**src/rtl/serial_subtractor_pkg.sv**
```systemverilog
// Shared constants for the bit-serial subtractor: FSM state encoding and default width.
package sub_pkg;

  localparam int DEFAULT_WIDTH = 2;

  localparam logic [1:0] S_IDLE  = 2'd0;
  localparam logic [1:0] S_SHIFT = 2'd1;
  localparam logic [1:0] S_DONE  = 2'd2;

endpackage

```
**src/rtl/serial_subtractor_full_subtractor.sv**
```systemverilog
// One-bit full subtractor: d = a - b - br, bo is the borrow into the next bit.
module full_subtractor (
  input  logic a,
  input  logic b,
  input  logic br,
  output logic d,
  output logic bo
);

  assign d  = a ^ b ^ br;
  assign bo = (~a & b) | (~(a ^ b) & br);

endmodule

```
**src/rtl/serial_subtractor.sv**
```systemverilog
// Bit-serial unsigned subtractor, LSB first, one bit per clock behind a start/busy/done handshake.
module serial_subtractor
  import sub_pkg::*;
#(
  parameter int WIDTH = DEFAULT_WIDTH
) (
  input  logic             clk,
  input  logic             reset,
  input  logic             start,
  input  logic [WIDTH-1:0] A,
  input  logic [WIDTH-1:0] B,
  input  logic             bin,
  output logic [WIDTH-1:0] diff,
  output logic             bout,
  output logic             busy,
  output logic             done
);

  localparam int CNT_W = (WIDTH > 1) ? $clog2(WIDTH) : 1;

  logic [1:0]       state;
  logic [WIDTH-1:0] a_sh;
  logic [WIDTH-1:0] b_sh;
  logic [WIDTH-1:0] res_sh;
  logic [WIDTH-1:0] res_next;
  logic             borrow;
  logic [CNT_W-1:0] cnt;
  logic             d_bit;
  logic             bo_bit;

  full_subtractor u_fs (
    .a  (a_sh[0]),
    .b  (b_sh[0]),
    .br (borrow),
    .d  (d_bit),
    .bo (bo_bit)
  );

  // Result fills from the MSB so after WIDTH shifts bit 0 holds the first computed bit.
  always_comb begin
    res_next           = res_sh >> 1;
    res_next[WIDTH-1]  = d_bit;
  end

  always_ff @(posedge clk) begin
    if (reset) begin
      state  <= S_IDLE;
      a_sh   <= '0;
      b_sh   <= '0;
      res_sh <= '0;
      borrow <= 1'b0;
      cnt    <= '0;
      diff   <= '0;
      bout   <= 1'b0;
    end else begin
      case (state)
        S_IDLE: begin
          if (start) begin
            a_sh   <= A;
            b_sh   <= B;
            borrow <= bin;
            res_sh <= '0;
            cnt    <= '0;
            state  <= S_SHIFT;
          end
        end
        S_SHIFT: begin
          a_sh   <= a_sh >> 1;
          b_sh   <= b_sh >> 1;
          borrow <= bo_bit;
          res_sh <= res_next;
          cnt    <= cnt + CNT_W'(1);
          // Outputs change only here, so no partial result is ever visible.
          if (cnt == CNT_W'(WIDTH - 1)) begin
            diff  <= res_next;
            bout  <= bo_bit;
            state <= S_DONE;
          end
        end
        S_DONE:  state <= S_IDLE;
        default: state <= S_IDLE;
      endcase
    end
  end

  assign busy = (state == S_SHIFT) || (state == S_DONE);
  assign done = (state == S_DONE);

endmodule

```
**config.mk**
```make
export PLATFORM = sky130hd
export DESIGN_NAME = serial_subtractor
export DESIGN_NICKNAME = d
export VERILOG_FILES = /design/src/rtl/serial_subtractor_pkg.sv /design/src/rtl/serial_subtractor_full_subtractor.sv /design/src/rtl/serial_subtractor.sv
export SDC_FILE = /design/constraint.sdc
export NUM_CORES = 1
export LEC_CHECK = 0
export CAP_MARGIN = 15
export CORE_AREA = 2 2 39 41
export CTS_CLUSTER_DIAMETER = 60
export DETAILED_ROUTE_END_ITERATION = 8
export DIE_AREA = 0 0 41 43
export GPL_TIMING_DRIVEN = 0
export PLACE_DENSITY = 0.8
export SYNTH_ARGS = -nofsm -noshare
export SYNTH_HDL_FRONTEND = slang
export SYNTH_SLANG_ARGS = --single-unit
```
**constraint.sdc**
```tcl
create_clock -name clk -period 2.4 [get_ports clk]
set_input_delay 0.36 -clock clk [delete_from_list [all_inputs] [get_ports clk]]
set_output_delay 0.36 -clock clk [all_outputs]
set_load 0.02 [all_outputs]
```
==> metrics.cfg <==
[logic_synthesis]
avgSynthCellArea_um2 = 9.34
post_synth_inst_count = 65
synth_nets = 77
netlist.area_leader.share = 0.396
synth_top_area_cell = dfxtp_1
yosys_warnings = 0
yosysUniqueCellTypes = 22
ys_ff_latch = 12
synth_area_leaders = dfxtp_1 (40%), a21oi_1 (7.4%), mux2i_1 (6.6%)
synth_area_um2 = 607
ys_seq_area_frac = 0.396

[clocking]
cts_hold_buf = 0
cts_resized = 0
cts_buffers = 3
cts_max_level = 1
clockRootBuffer = clkbuf_4
cts_buffer_depth = 2
clk_latency_ps = 280
cts_tree = yes
path_clk_slew_ps = 80
post_cts_buffers = 0
cts.sinks = 12

[hold_path]
worstHoldPathCells = 2
hp-class = reg2reg

[sta]
grt_setup_unrepaired = no
setup_ws_ps = 447
finalMaxSlewViolations = 0
finalSetupViolCount = 0
hold_viol = 0
worst_pin_slew_ps = 512
max_slew_margin = 0.659
min_period_ps = 1950
max_freq_mhz = 512
holdWs_ps = 460
period_share = 0.814
finClkSkew_ps = 5.64
fin_tns_setup_ps = 0

[job]
maxCapViolCount = 0

[worst_setup_path]
critPathMaxStageDelay_ps = 590
crit_arrival_ps = 1590
crit_path_start_kind = flip-flop
crit_buf_inv = 2
crit_path_cell_trace = inv_1, ha_1, clkdlybuf4s50_1
crit_type = reg2out
critical_path.max_fanout = 3
crit_family = buffers and inverters
r2r_cells = 6
worstPathRequired_ps = 2040
worst_setup_path_end_kind = output pin
path_depth = 3
slowest_stage = clkdlybuf4s50_1

[outcome]
status = finished clean

[global_route]
grt_pass1_vias = 448
grt_max_degree = 11
gr-total-overflow = 0
antenna_found_initial = 0
grt_usage = 0.161
grt_pass1_wl_um = 1840

[die]
die_area_um2 = 1760
die_x_um = 41
die_y_um = 43
initial_utilization = 0.439
core_region_area_um2 = 1380
io_pins = 13
row_count = 14

[drt]
wire_per_inst_um = 11.7
post-route-drc-count = 0
routed_wl_um = 1130
viasPerCell = 5.23
via_count = 507
first_pass_iters = 6
drtIter0Drc = 9
final_antenna_net_count = 0

[power_and_ir_drop]
peakVddDrop_v = 0.000475
p_leak_nw = 0.298
p_per_area_nw_per_um2 = 682

[cells_and_area]
final_net_count = 94
n_antenna_cell = 0
drive_gt1_frac = 0.173
mostFrequentLayoutCells = dfxtp_1 (12), clkdlybuf4s50_1 (12), a21oi_1 (9)
layout-area-overhead-vs-synth_pct = 29.1

[place]
hpwl_um = 815
place_congestion = 0.690
pre_cts_ws_ps = 768
io_buffers = 12

## layer usage
layer	vias up	global-route usage	wire length (um)
li1	252	-	-
met1	239	0.192	500
met2	13	0.231	551
met3	3	0.0942	65
met4	0	0.0600	14
met5	-	0	0
## final cells by class
cell class                 count  area [um2]
buffer                         4        27.5
clock buffer                   4        36.3
fill                         132         601
inverter                       6        22.5
multi-input combinational     43         317
sequential                    12         240
tap                           16        20.0
timing repair buffer          12         120
## flip-flops by register name, indices dropped and copies added, names as in the netlist
register / cells
a_sh: 2
b_sh: 2
borrow: 1
bout: 1
cnt: 1
diff: 2
res_sh: 1
state: 2
## logic make-up after synthesis
| kind of cell | share of synthesized area |
|---|---|
| AO/OA/AOI/OAI | 0.165 |
| AND/OR/NAND/NOR | 0.171 |
| buffers and inverters | 0.0825 |
| adder cells (fa/ha/maj) | 0.0949 |
| multiplexers | 0.0907 |
| flip-flops | 0.396 |
## synth_stat cells, drive strengths merged
| cell type | count |
|---|---|
| dfxtp | 12 |
| a21oi | 9 |
| buf | 3 |
| fa | 1 |
| ha | 3 |
| a211oi | 3 |
| mux2 | 1 |
| nand2 | 6 |
| mux2i | 4 |
| clkbuf | 1 |
| nand2b | 2 |
| nand3 | 3 |
| nor3 | 2 |
| a32oi | 1 |
| nand3b | 2 |
| nor2 | 4 |
| inv | 6 |
| nor2b | 1 |
| a311oi | 1 |
## power breakdown
part           leakage, nW  switching [mW]  internal, mW  total, mW
Sequential          0.0981         0.00988         0.215      0.225
Clock               0.0210          0.0745        0.0925      0.167
Combinational        0.179          0.0737        0.0680      0.142
Total                0.298           0.158         0.376      0.534
## metrics by stage
stage	power [mW]	utilization	instances	instance area (um2)
2_1_floorplan	0.333	-	65	607
5_1_grt	0.564	0.566	97	783
4_1_cts	0.538	0.566	97	783
3_5_place_dp	0.372	0.540	93	747
6_report	0.534	0.566	97	783
3_3_place_gp	0.367	0.540	93	747
## worst register-to-register path, stage by stage, from the launching register on
cell      delay [ps]
dfxtp_1          350
inv_1             70
ha_1             180
buf_4            170
mux2_4           340
nand3b_1         110
a21oi_1           60
## final timing paths
| kind | slack, ps | endpoint | from |
|---|---|---|---|
| setup reg to reg | 990 | b_sh[1] | state[1] |
| hold reg to reg | 460 | diff[1] | diff[1] |
| setup / recovery | 450 | busy | state[0] |
| hold / removal | 460 | diff[1] | diff[1] |
No activity file was read; power rests on OpenSTA's default activity.
